### src/rtl/bit_serial_adder.sv
// Sequential LSB-first adder: a single full-adder slice, built from two half
// adders and an OR gate, consumes one operand bit pair per clock.

module half_adder (
    input  logic a_i,
    input  logic b_i,
    output logic sum_o,
    output logic carry_o
);
    assign sum_o   = a_i ^ b_i;
    assign carry_o = a_i & b_i;
endmodule

module bit_serial_adder #(
    parameter int WIDTH = 8
) (
    input  logic             i_clk,
    input  logic             i_rst,
    input  logic             i_start,
    input  logic [WIDTH-1:0] i_a,
    input  logic [WIDTH-1:0] i_b,
    input  logic             i_cin,
    output logic             o_busy,
    output logic             o_done,
    output logic [WIDTH-1:0] o_sum,
    output logic             o_cout
);
    localparam int CNT_W = $clog2(WIDTH);

    typedef enum logic [1:0] {
        IDLE = 2'd0,
        RUN  = 2'd1,
        DONE = 2'd2
    } state_t;

    state_t           state_q, state_d;
    logic [WIDTH-1:0] sr_a_q, sr_a_d;
    logic [WIDTH-1:0] sr_b_q, sr_b_d;
    // Partial sum holds only the WIDTH-1 bits gathered before the final bit;
    // the last bit goes straight from the adder slice into the result.
    logic [WIDTH-2:0] sr_s_q, sr_s_d;
    logic [WIDTH-1:0] sum_q, sum_d;
    logic             carry_q, carry_d;
    logic             cout_q, cout_d;
    logic [CNT_W-1:0] cnt_q, cnt_d;

    logic half_sum, gen0, bit_sum, gen1, bit_carry, last_bit;

    half_adder u_ha0 (
        .a_i     (sr_a_q[0]),
        .b_i     (sr_b_q[0]),
        .sum_o   (half_sum),
        .carry_o (gen0)
    );

    half_adder u_ha1 (
        .a_i     (half_sum),
        .b_i     (carry_q),
        .sum_o   (bit_sum),
        .carry_o (gen1)
    );

    assign bit_carry = gen0 | gen1;
    assign last_bit  = (cnt_q == CNT_W'(WIDTH - 1));

    always_comb begin
        // NOTE: every next-state signal takes its held value first, so no path
        // through the case leaves one unassigned and no latch is inferred.
        state_d = state_q;
        sr_a_d  = sr_a_q;
        sr_b_d  = sr_b_q;
        sr_s_d  = sr_s_q;
        sum_d   = sum_q;
        carry_d = carry_q;
        cout_d  = cout_q;
        cnt_d   = cnt_q;

        case (state_q)
            IDLE: begin
                if (i_start) begin
                    sr_a_d  = i_a;
                    sr_b_d  = i_b;
                    carry_d = i_cin;
                    cnt_d   = '0;
                    state_d = RUN;
                end
            end
            RUN: begin
                sr_a_d  = sr_a_q >> 1;
                sr_b_d  = sr_b_q >> 1;
                sr_s_d  = (WIDTH-1)'({bit_sum, sr_s_q} >> 1);
                carry_d = bit_carry;
                cnt_d   = cnt_q + CNT_W'(1);
                if (last_bit) begin
                    sum_d   = {bit_sum, sr_s_q};
                    cout_d  = bit_carry;
                    cnt_d   = '0;
                    state_d = DONE;
                end
            end
            DONE:    state_d = IDLE;
            default: state_d = IDLE;
        endcase
    end

    // NOTE: state registers use non-blocking assignments so every register
    // samples the pre-edge values, independent of statement order.
    always_ff @(posedge i_clk) begin
        if (i_rst) begin
            // NOTE: the whole datapath is cleared, not just the FSM, so no
            // stale operand bits survive a reset taken mid-operation.
            state_q <= IDLE;
            sr_a_q  <= '0;
            sr_b_q  <= '0;
            sr_s_q  <= '0;
            sum_q   <= '0;
            carry_q <= 1'b0;
            cout_q  <= 1'b0;
            cnt_q   <= '0;
        end else begin
            state_q <= state_d;
            sr_a_q  <= sr_a_d;
            sr_b_q  <= sr_b_d;
            sr_s_q  <= sr_s_d;
            sum_q   <= sum_d;
            carry_q <= carry_d;
            cout_q  <= cout_d;
            cnt_q   <= cnt_d;
        end
    end

    assign o_busy = (state_q != IDLE);
    assign o_done = (state_q == DONE);
    assign o_sum  = sum_q;
    assign o_cout = cout_q;

endmodule

### config.mk
export PLATFORM = sky130hd
export DESIGN_NAME = bit_serial_adder
export DESIGN_NICKNAME = d
export VERILOG_FILES = /design/src/rtl/bit_serial_adder.sv
export SDC_FILE = /design/constraint.sdc
export NUM_CORES = 1
export LEC_CHECK = 0
export CAP_MARGIN = 20
export CORE_ASPECT_RATIO = 1.5
export CORE_MARGIN = 10
export CORE_UTILIZATION = 55
export CTS_BUF_LIST = sky130_fd_sc_hd__clkbuf_4 sky130_fd_sc_hd__clkbuf_8
export DETAILED_ROUTE_END_ITERATION = 12
export PLACE_DENSITY = 0.83
export SKIP_CTS_REPAIR_TIMING = 1
export SYNTH_ARGS = -nofsm -noshare
export SYNTH_HDL_FRONTEND = slang
export SYNTH_HIERARCHICAL = 1
export SYNTH_SLANG_ARGS = --single-unit
### constraint.sdc
create_clock -name i_clk -period 2.25 [get_ports i_clk]
set_clock_uncertainty 0.2 [all_clocks]
set_input_delay 0.3375 -clock i_clk [delete_from_list [all_inputs] [get_ports i_clk]]
set_output_delay 0.3375 -clock i_clk [all_outputs]
set_load 0.05 [all_outputs]
Yosys cells after proc, flatten, opt, wreduce, memory -nomap -nowiden
Index checks and enable logic that the tools add are counted.
{"block": "word_totals", "regBits": 38, "inputBits": 20, "out_inout_bits": 11, "elab_cells": 37}
{"block": "classes", "n_addsub": 1, "eq_ne": 5, "muxes": 12, "bitwise_logic": 5, "n_reduce_logical": 6}
{"op": "case mux 8 bit (2 select lines)", "count": 2}
{"op": "2-to-1 mux 8 bit", "count": 2}
{"op": "2-to-1 mux 3 bit", "count": 2}
{"op": "case mux 3 bit (2 select lines)", "count": 1}
{"op": "AND reduction 2 bit", "count": 3}
{"op": "2-to-1 mux 2 bit", "count": 2}
{"op": "!= test 2 bit, second input constant", "count": 2}
{"op": "case mux 2 bit (2 select lines)", "count": 1}
{"op": "nonzero test 2 bit", "count": 2}
{"op": "adder 3 x 1 -> 3 bit, second input constant", "count": 1}
{"op": "== test 3 bit, second input constant", "count": 1}
{"op": "bitwise AND 1 bit", "count": 2}
{"op": "== test 2 x 1 -> 1 bit, second input constant", "count": 1}
{"op": "== test 2 bit, second input constant", "count": 1}
{"op": "logical NOT 2 bit", "count": 1}
{"op": "case mux 1 bit (2 select lines)", "count": 1}
{"op": "XOR 1 bit", "count": 2}
{"op": "2-to-1 mux 1 bit", "count": 1}
{"op": "OR 1 bit", "count": 1}

Logic depth before layout (Yosys ltp)
Gate-level depths: netlist of run 1.
{"block": "depth", "ltp_word": 4, "mapped_depth": 6, "mapped_depth_nobuf": 5}

By module
The synthesis of run 1 kept the hierarchy.
{"module": "bit_serial_adder", "n_inst": 1, "cells_per_inst": 192, "area_each_um2": 1654.1}
{"module": "half_adder", "n_inst": 2, "cells_per_inst": 1, "area_each_um2": 12.5}

Worst setup path after synthesis of run 1
No wires, ideal clock.
{"block": "synth_timing", "path_kind": "reg2out", "start": "register state_q[1]", "end": "output port o_done", "arrival_ns": 1.471, "required_ns": 1.712, "slack_ns": 0.241, "stages_incl_launch_ff": 4, "n_path_buf": 2, "path_cell_list": "dfxtp_1 > buf_2 > clkbuf_1 > nor2b_1"}
{"block": "synth_via", "elab_chain_len": 1}
{"item": "start: declaration", "line": "36", "text": "state_t state_q, state_d;"}
{"item": "start signal: assignment", "line": "121", "text": "state_q <= state_d;"}
{"item": "== test 2 bit", "line": "133", "text": "assign o_done = (state_q == DONE);"}
{"item": "end: declaration", "line": "24", "text": "output logic o_done,"}
Every way passes these cells.

Worst setup path after layout of run 1
{"block": "layout_timing", "start": "register state_q[0]", "end": "output port o_busy"}
{"block": "layout_via", "elab_chain_len": 1}
{"item": "nonzero test 2 bit", "line": "132", "text": "assign o_busy = (state_q != IDLE);"}
{"item": "end: declaration", "line": "23", "text": "output logic o_busy,"}
Every way passes these cells.

==> Flow_metrics.wiki, run 1 <==
{| class="wikitable"
! Metric !! Value
|-
| Count of vias placed by the detailed router || 1434
|-
| Number of synthesized flops with an enable pin || 0
|-
| Worst hold path class || flop to flop
|-
| Number of H-tree branching levels || 2
|-
| Most frequently used flop master after synthesis || dfxtp_1
|-
| Antenna violation net count after detailed routing || 0
|-
| Cell-by-cell trace of the critical path || buf_4, or2_2, buf_12
|-
| Row cnt || 24
|-
| Fillers || 231
|-
| Maximum ir drop on the vdd rail || 0.000581 V
|-
| Cell taking the most area after synthesis || dfxtp_1
|-
| Hold slack || 0.258 ns
|-
| Post-synthesis instance total || 194
|-
| Number of different library cells in the post-synthesis netlist || 29
|-
| Leading cell types by count after synthesis || dfxtp_1, a21oi_1, nand2_1, nor2_1, nor3_1
|-
| Kind of end point of the critical path || output pin
|-
| Critical path class || flop to output pin
|-
| CTS max path bufs || 2
|-
| Ys Warns || 6
|-
| Layout area overhead || 23.6%
|-
| Required arrival time at the worst endpoint || 1.71 ns
|-
| CTS tree || built
|-
| F_max || 489 MHz
|-
| HPWL reported at the end of detailed placement || 2610 um
|-
| Antenna diode instance count || 0
|-
| Pre-Repair DR Iteration Count || 5
|-
| Y dimension of the die || 87.7 um
|-
| Ports || 31
|-
| Top post-synthesis cells by area || dfxtp_1, a21oi_1, nand2_1
|-
| Run status || finished, final reports clean
|-
| # DRC || 0
|-
| Aggregate negative setup slack || 0 ns
|-
| Die area || 5710 um^2
|-
| Final core utilization || 71.3%
|-
| Clock Pin Slew Worst Setup and Hold Paths || 0.07 ns
|-
| DP Area || 1980 um^2
|-
| Final net count || 246
|-
| Max Cap Viol || 0
|-
| CTS Buf Count || 5
|-
| Number of antenna violations at the first check in global routing || 0
|-
| Leakage power total || 0.778 nW
|-
| Die outline width || 65.1 um
|-
| Global placement routability congestion || 0.746
|-
| Sequential area share after synthesis || 45.3%
|-
| Cell with the most instances after synthesis || dfxtp_1
|-
| Largest net degree at the start of global routing || 39
|-
| #FFs+latches synth || 38
|-
| Number of vias per cell || 5.47
|-
| Cell area power density || 674 nW/um^2
|-
| Net count after synthesis || 218
|-
| Final hold violation count || 0
|-
| Highest net fanout along the worst path || 17
|-
| Final Total Pwr || 1.40 mW
|-
| Floorplan Core Area || 2910 um^2
|-
| Final critical path time including I/O delays and setup || 2.05 ns
|-
| Total global routing overflow || 0
|-
| CTS Root Buffer Type || clkbuf_8
|-
| Setup violation total in the final timing report || 0
|-
| Via count of the first global-routing pass || 1397
|-
| Clock latency at the later pin of the worst-skew pair || 0.29 ns
|-
| Worst slew margin || 61.6%
|-
| Iteration-0 DRC count of the detailed router || 55
|-
| Initial Utilization || 57.6%
|-
| Proportion of netlist area held by the largest area contributor || 45.3%
|-
| Unrepaired setup endpoints after global routing || false
|-
| Post-synth ARST share || 0%
|-
| Combined area of all synthesized cells || 1680 um^2
|-
| Wire length of the first global-routing pass || 6200 um
|-
| Cell with the largest stage delay on the worst path || dfxtp_1
|-
| Worst-margin pin slew || 0.576 ns
|-
| Pins over their slew limit || 0
|-
| Non-Filler Cell Area, Final || 2080 um^2
|-
| Post-detailed-route wirelength per cell || 14.0 um
|-
| Slowest Stage Delay on Critical Path || 0.67 ns
|-
| Fraction of layout cells with a size suffix above 1 || 9.87%
|-
| Period utilization || 90.9%
|-
| Number of input and output port buffers inserted || 30
|-
| Avg Cell Area, Syn || 8.66 um^2
|-
| Routed Wire Length || 3680 um
|-
| Critical path startpoint category || flop
|-
| TritonCTS Sinks || 38
|-
| Arrival @ worst endpoint || 1.51 ns
|-
| Global-route usage over all layers || 13.6%
|}
-- flip-flops by register name, summed over array words and instances (netlist names) --
signal and flops:
o_sum 8, sr_b_q 8, state_q 2, sr_s_q 7, o_cout 1, sr_a_q 8
carry_q 1, cnt_q 3
-- where the power goes --
group | switching (mW) | internal [mW] | total, mW | leakage [nW]
Combinational | 0.0881 | 0.0960 | 0.184 | 0.420
Sequential | 0.0236 | 0.706 | 0.729 | 0.311
Clock | 0.240 | 0.246 | 0.486 | 0.0472
Total | 0.352 | 1.05 | 1.40 | 0.778
-- metal layers --
metal	wire length (um)	GRT usage (%)
met2	1900	24.2
met5	0	0
met1	1520	13.8
met4	71	6.45
met3	189	4.86
-- layout by cell type (no fill, tap or decap) --
cell type and instances:
a22oi_1 3, o21ai_0 3, nand3b_2 1, and2b_1 1, or2_2 1, a31oi_1 1, clkdlybuf4s50_1 28, nor3_1 11
nand3b_1 3, nor2_1 20, inv_1 1, clkinvlp_4 1, or2b_1 3, o21bai_2 1, nand2_1 23, dfxtp_1 38
clkinv_2 1, o21ba_4 1, a211oi_1 6, nor2b_1 3, clkbuf_8 6, or3b_2 2, or3b_1 6, mux2i_1 6
buf_4 7, nand2b_1 6, nand3_1 8, a21oi_1 27, buf_12 1, ha_1 4
-- cell type report --
cell class	instances	area (um^2)	share of cell area, %
clock buffers	6	82.6	3.98
flip-flops and latches	38	761	36.6
multi-input cells	140	815	39.2
clock inverters	2	12.5	0.603
inverters	1	3.75	0.181
well taps	39	48.8	2.35
repair buffers	36	353	17.0
-- critical path, delay by kind of cell (launching register included) --
kind          cells  cell delay, ns
simple gates      1            0.15
buf+inv           2            0.40
flops             1            0.67
-- cell families after synthesis --
group,Yosys count,share of synthesized area [%]
adders and majority gates,4,2.98
buffers and inverters,16,6.18
and+or+nand+nor,88,27.0
DFF,38,45.3
muxes,6,3.58
AOI/OAI and AO/OA,42,15.0
-- per-stage QoR --
step	cells	setup slack, ns
after floorplan	194	0.241
after global placement	254	0.284
after detailed placement	254	0.235
after CTS	262	0.200
after global routing	262	0.104
final	262	0.204
-- worst paths after layout --
kind / start / end / slack (ns) / depth (start not counted)
setup / recovery: state_q[0]$_SDFFE_PP0P_ / o_busy / 0.20 / 3
hold / removal: o_sum[4]$_SDFFE_PP0P_ / o_sum[4]$_SDFFE_PP0P_ / 0.26 / 2
setup reg to reg: state_q[0]$_SDFFE_PP0P_ / carry_q$_SDFFE_PP0P_ / 0.38 / 3
hold reg to reg: o_sum[4]$_SDFFE_PP0P_ / o_sum[4]$_SDFFE_PP0P_ / 0.26 / 2
Note: power is estimated with default switching activity, not from simulation.
==> run 2, diff against run 1 <==
CORE_UTILIZATION = 40   (was 55)
PLACE_DENSITY = 0.64   (was 0.83)
==> Flow_metrics.wiki, run 2 (synthesis gave the netlist of run 1 again) <==
{| class="wikitable"
! Metric !! Value
|-
| Cell area power density || 765 nW/um^2 (+13%)
|-
| Arrival @ worst endpoint || 1.44 ns (-0.07 ns)
|-
| Routed Wire Length || 3480 um (-5.3%)
|-
| Cell with the largest stage delay on the worst path || clkdlybuf4s50_1
|-
| Row cnt || 28 (+17%)
|-
| Ports || 31 (unchanged)
|-
| Pins over their slew limit || 0 (unchanged)
|-
| Clock Pin Slew Worst Setup and Hold Paths || 0.08 ns (about the same)
|-
| Layout area overhead || 26.5%
|-
| DP Area || 1980 um^2 (unchanged)
|-
| Final Total Pwr || 1.63 mW (+16%)
|-
| Max Cap Viol || 0 (unchanged)
|-
| Worst Path Buf+Inv || 1 (-1)
|-
| Critical path startpoint category || flop
|-
| Pre-Repair DR Iteration Count || 4 (-1)
|-
| Count of vias placed by the detailed router || 1360 (-5.2%)
|-
| F_max || 506 MHz (+3.5%)
|-
| Die area || 7240 um^2 (+27%)
|-
| Post-detailed-route wirelength per cell || 13.0 um (-7.1%)
|-
| Number of input and output port buffers inserted || 30 (unchanged)
|-
| Number of antenna violations at the first check in global routing || 0 (unchanged)
|-
| Slowest Stage Delay on Critical Path || 0.81 ns (+0.14 ns)
|-
| Final net count || 245 (-0.41%)
|-
| Met1 track utilization from global routing || 12.6% (-1.2 points)
|-
| CTS max path bufs || 2 (unchanged)
|-
| Initial Utilization || 42.0% (-16 points)
|-
| Maximum ir drop on the vdd rail || 0.000584 V (+0.54%)
|-
| Largest net degree at the start of global routing || 39 (unchanged)
|-
| Via count of the first global-routing pass || 1353 (-3.1%)
|-
| CTS Buf Count || 5 (unchanged)
|-
| Number of vias per cell || 5.09 (-6.9%)
|-
| Total global routing overflow || 0 (unchanged)
|-
| Leakage power total || 0.796 nW (+2.4%)
|-
| Clock latency at the later pin of the worst-skew pair || 0.29 ns (about the same)
|-
| TritonCTS Sinks || 38 (unchanged)
|-
| Most frequent cells in the layout || dfxtp_1, clkdlybuf4s50_1, a21oi_1
|-
| Worst hold path class || flop to flop
|-
| Wire length of the first global-routing pass || 6330 um (+2.0%)
|-
| Cell-by-cell trace of the critical path || clkdlybuf4s50_1
|-
| CTS tree || built
|-
| Fillers || 387 (+68%)
|-
| Aggregate negative setup slack || 0 ns (unchanged)
|-
| Run status || finished, final reports clean
|-
| Global route hottest layer || met2
|-
| CTS Root Buffer Type || clkbuf_8
|-
| Period utilization || 87.8% (-3.1 points)
|-
| Iteration-0 DRC count of the detailed router || 84 (+53%)
|-
| Worst-margin pin slew || 0.599 ns (+0.0232 ns)
|-
| Required arrival time at the worst endpoint || 1.71 ns (about the same)
|-
| Floorplan Core Area || 3990 um^2 (+37%)
|-
| Kind of cell with the highest combined delay on the critical path || buffers and inverters
|-
| Die outline width || 72.9 um (+12%)
|-
| Non-Filler Cell Area, Final || 2120 um^2 (+2.3%)
|-
| Number of H-tree branching levels || 2 (unchanged)
|-
| Fraction of layout cells with a size suffix above 1 || 9.46% (-0.41 points)
|-
| Final core utilization || 53.2% (-18 points)
|-
| Antenna diode instance count || 0 (unchanged)
|-
| Most common library cell in the layout ignoring fill and taps || dfxtp_1
|-
| Unrepaired setup endpoints after global routing || false
|-
| Final hold violation count || 0 (unchanged)
|-
| Global Route met2 Usage || 16.7% (-7.5 points)
|-
| Kind of end point of the critical path || output pin
|-
| Setup violation total in the final timing report || 0 (unchanged)
|-
| Worst slew margin || 60.1% (-1.5 points)
|-
| Global placement routability congestion || 0.714 (-4.3%)
|-
| Antenna violation net count after detailed routing || 0 (unchanged)
|-
| Critical path class || flop to output pin
|-
| HPWL reported at the end of detailed placement || 2360 um (-9.4%)
|-
| Highest net fanout along the worst path || 2 (-15)
|-
| Global-route usage over all layers || 10.6% (-3.0 points)
|-
| Y dimension of the die || 99.4 um (+13%)
|-
| # DRC || 0 (unchanged)
|-
| Global-route met3 utilization || 3.38% (-1.5 points)
|-
| Final critical path time including I/O delays and setup || 1.98 ns (-0.0692 ns)
|}
-- run 2: cell count changes in the layout (fill, tap and decap cells not counted) --
cell	before	now
buf_4	7	6
bufinv_16	0	2
clkinvlp_4	1	0
clkinv_2	1	0
-- run 2: per-layer routing --
layer  wire length (um)  up-vias
li1                   -      718
met5                  0        -
met1               1540      613
met2               1680       21
met4                 73        0
met3                195        8
-- run 2: layout make-up --
type	instances	area [um^2]	area share, %
Timing Repair Buffer	35	345	16.3
Sequential cell	38	761	35.8
Tap cell	45	56.3	2.65
Clock inverter	2	60.1	2.83
Inverter	1	3.75	0.177
Clock buffer	6	82.6	3.89
Multi-Input combinational cell	140	815	38.4
-- run 2: path summary, 6_finish.rpt --
kind	slack, ns	start	endpoint	cells past startpoint
setup / recovery	0.27	o_sum[1]$_SDFFE_PP0P_	o_sum[1]	1
setup reg to reg	0.46	state_q[1]$_SDFFE_PP0P_	cnt_q[2]$_SDFFE_PP0P_	3
hold reg to reg	0.25	o_sum[7]$_SDFFE_PP0P_	o_sum[7]$_SDFFE_PP0P_	2
hold / removal	0.25	o_sum[7]$_SDFFE_PP0P_	o_sum[7]$_SDFFE_PP0P_	2
-- run 2: through the flow --
stage | hold WS, ns | std cells | worst slack, ns
floorplan | 0.237 | 194 | 0.241
global placement | 0.248 | 259 | 0.257
detailed placement | 0.247 | 259 | 0.219
CTS | 0.258 | 267 | 0.246
global route | 0.275 | 267 | 0.210
finish | 0.254 | 267 | 0.274
-- run 2: power by group --
part           internal [mW]  switching, mW
combinational         0.0960         0.0905
sequential             0.706         0.0187
clock                  0.473          0.241
total                   1.27          0.351
==> run 3, diff against run 2 <==
ABC_AREA = 1   (was default)
==> Flow_metrics.wiki, run 3 <==
{| class="wikitable"
! Metric !! Value
|-
| Avg Cell Area, Syn || 7.21 um^2 (-17%)
|-
| Pins over their slew limit || 0 (unchanged)
|-
| Worst-margin pin slew || 0.508 ns (-0.0913 ns)
|-
| Highest net fanout along the worst path || 2 (unchanged)
|-
| TritonCTS Sinks || 38 (unchanged)
|-
| Sequential area share after synthesis || 44.5% (-0.76 points)
|-
| Via count of the first global-routing pass || 1495 (+10%)
|-
| Setup violation total in the final timing report || 0 (unchanged)
|-
| Maximum ir drop on the vdd rail || 0.000574 V (-1.6%)
|-
| Row cnt || 29 (+3.6%)
|-
| Final net count || 293 (+20%)
|-
| Unrepaired setup endpoints after global routing || false
|-
| Clock Pin Slew Worst Setup and Hold Paths || 0.07 ns (about the same)
|-
| Aggregate negative setup slack || 0 ns (unchanged)
|-
| Die area || 7340 um^2 (+1.3%)
|-
| Period utilization || 88.0% (+0.17 points)
|-
| Critical path class || flop to output pin
|-
| Wire length of the first global-routing pass || 6800 um (+7.4%)
|-
| Post-synthesis instance total || 237 (+22%)
|-
| Required arrival time at the worst endpoint || 1.71 ns (about the same)
|-
| Cell-by-cell trace of the critical path || clkdlybuf4s50_1
|-
| Leading cell types by count after synthesis || nor2_1, dfxtp_1, nand2_1, nand3_1, inv_1
|-
| Post-detailed-route wirelength per cell || 12.2 um (-6.8%)
|-
| Most frequently used flop master after synthesis || dfxtp_1
|-
| Number of H-tree branching levels || 2 (unchanged)
|-
| F_max || 505 MHz (-0.20%)
|-
| Floorplan Core Area || 4170 um^2 (+4.5%)
|-
| Die outline width || 73.4 um (+0.62%)
|-
| Initial Utilization || 40.9% (-1.1 points)
|-
| Max Cap Viol || 0 (unchanged)
|-
| CTS Buf Count || 5 (unchanged)
|-
| Cell with the most instances after synthesis || nor2_1
|-
| Number of input and output port buffers inserted || 30 (unchanged)
|-
| Pre-Repair DR Iteration Count || 4 (unchanged)
|-
| Combined area of all synthesized cells || 1710 um^2 (+1.7%)
|-
| Cell count after placement || 308 (+19%)
|-
| Arrival @ worst endpoint || 1.44 ns (about the same)
|-
| Routed Wire Length || 3840 um (+10%)
|-
| Cell with the largest stage delay on the worst path || clkdlybuf4s50_1
|-
| Post-synth ARST share || 0% (unchanged)
|-
| Proportion of netlist area held by the largest area contributor || 44.5% (-0.76 points)
|-
| Number of synthesized flops with an enable pin || 0 (unchanged)
|-
| Ports || 31 (unchanged)
|-
| Fillers || 424 (+9.6%)
|-
| Iteration-0 DRC count of the detailed router || 84 (unchanged)
|-
| Slowest Stage Delay on Critical Path || 0.81 ns (about the same)
|-
| Global-route usage over all layers || 11.3% (+0.66 points)
|-
| Y dimension of the die || 100 um (+0.68%)
|-
| Leakage power total || 0.957 nW (+20%)
|-
| Clock latency at the later pin of the worst-skew pair || 0.29 ns (about the same)
|-
| Run status || finished, final reports clean
|-
| Largest net degree at the start of global routing || 20 (-49%)
|-
| CTS tree || built
|-
| HPWL reported at the end of detailed placement || 2760 um (+17%)
|-
| Net count after synthesis || 261 (+20%)
|-
| Most frequent cells in the layout || nor2_1, dfxtp_1, nand2_1
|-
| Number of vias per cell || 4.76 (-6.6%)
|-
| Most common library cell in the layout ignoring fill and taps || nor2_1
|-
| Number of antenna violations at the first check in global routing || 0 (unchanged)
|-
| Number of different library cells in the post-synthesis netlist || 23 (-21%)
|-
| Worst hold path class || flop to flop
|-
| Critical path startpoint category || flop
|-
| Final critical path time including I/O delays and setup || 1.98 ns (+0.00393 ns)
|-
| #FFs+latches synth || 38 (unchanged)
|-
| Antenna diode instance count || 0 (unchanged)
|-
| Antenna violation net count after detailed routing || 0 (unchanged)
|-
| Worst Path Buf+Inv || 1 (unchanged)
|-
| Kind of cell with the highest combined delay on the critical path || buffers and inverters
|-
| Cell taking the most area after synthesis || dfxtp_1
|-
| Global placement routability congestion || 0.721 (+0.95%)
|-
| Total global routing overflow || 0 (unchanged)
|-
| Cell area power density || 691 nW/um^2 (-9.7%)
|-
| CTS max path bufs || 2 (unchanged)
|-
| Top post-synthesis cells by area || dfxtp_1, nor2_1, nand3_1
|-
| Count of vias placed by the detailed router || 1504 (+11%)
|-
| Layout area overhead || 25.3%
|-
| CTS Root Buffer Type || clkbuf_8
|-
| # DRC || 0 (unchanged)
|-
| Ys Warns || 6 (unchanged)
|-
| Kind of end point of the critical path || output pin
|-
| Non-filler cells, final || 316 (+18%)
|-
| Worst slew margin || 66.0% (+6.0 points)
|-
| Final hold violation count || 0 (unchanged)
|-
| Fraction of layout cells with a size suffix above 1 || 10.4% (+0.91 points)
|}
-- run 3: cell count changes in the layout (fill, tap and decap cells not counted), moves of 4 or more --
cell / before / now
nor2_1: 20 / 46
inv_1: 1 / 26
nand3_1: 8 / 33
a21oi_1: 27 / 12
nand2_1: 23 / 37
o21ai_0: 3 / 14
nor3_1: 11 / 1
mux2i_1: 6 / 0
nand2b_1: 6 / 0
or3b_1: 6 / 0
a211oi_1: 6 / 1
nor2_2: 0 / 4
-- run 3: cell type report --
cell class,count,area [um^2],share of cell area [%]
multi-input combinational,159,763,35.7
clock buffer,8,110,5.15
timing repair buffer,35,333,15.6
inverter,30,115,5.38
tap,46,57.6,2.69
sequential,38,761,35.6
-- run 3: tightest hold or removal path, delay by kind of cell, from the launching register on --
family,cells,cell delay (ns)
simple gates,2,0.10
flops,1,0.32
-- run 3: path summary, 6_finish.rpt --
check / slack [ns] / from / endpoint / cells after the start
min: 0.27 / sr_s_q[1]$_SDFFE_PP0N_ / o_sum[1]$_SDFFE_PP0P_ / 2
max: 0.27 / o_sum[1]$_SDFFE_PP0P_ / o_sum[1] / 1
min reg2reg: 0.27 / sr_s_q[1]$_SDFFE_PP0N_ / o_sum[1]$_SDFFE_PP0P_ / 2
max reg2reg: 0.55 / state_q[0]$_SDFFE_PP0P_ / o_sum[4]$_SDFFE_PP0P_ / 4
-- run 3: cells by family (layout without fill, tap and decap cells) --
family                     count (synthesis)  after routing  synth area share, %
and+or+nand+nor                          126            126                 32.9
buffers and inverters                     40             73                 10.8
DFF                                       38             38                 44.5
AOI/OAI and AO/OA                         29             29                 8.86
adders and majority gates                  4              4                 2.93
-- run 3: routing by layer --
metal	part of all wire [%]	wire length (um)	vias to the layer above	track usage, %
li1	-	-	811	-
met1	44	1680	663	12.3
met2	49	1880	26	18.8
met3	6.2	240	4	4.34
met4	1.2	47	0	4.89
met5	0	0	-	0
-- run 3: per-stage QoR --
step / hold slack [ns] / util (%) / instance area (um^2) / setup WS (ns) / total power [mW]
global route: 0.293 / 51.3 / 2140 / 0.192 / 1.56
floorplan: 0.235 / - / 1710 / 0.470 / 0.889
finish: 0.267 / 51.3 / 2140 / 0.270 / 1.48
global placement: 0.255 / 48.6 / 2030 / 0.390 / 0.953
detailed placement: 0.259 / 48.6 / 2030 / 0.407 / 0.954
CTS: 0.265 / 51.3 / 2140 / 0.243 / 1.50
-- run 3: report_power, final --
| group | switching (mW) | total (mW) | internal, mW |
|---|---|---|---|
| Clock | 0.232 | 0.541 | 0.309 |
| Combinational | 0.113 | 0.203 | 0.0897 |
| Sequential | 0.0250 | 0.735 | 0.710 |
| Total | 0.370 | 1.48 | 1.11 |
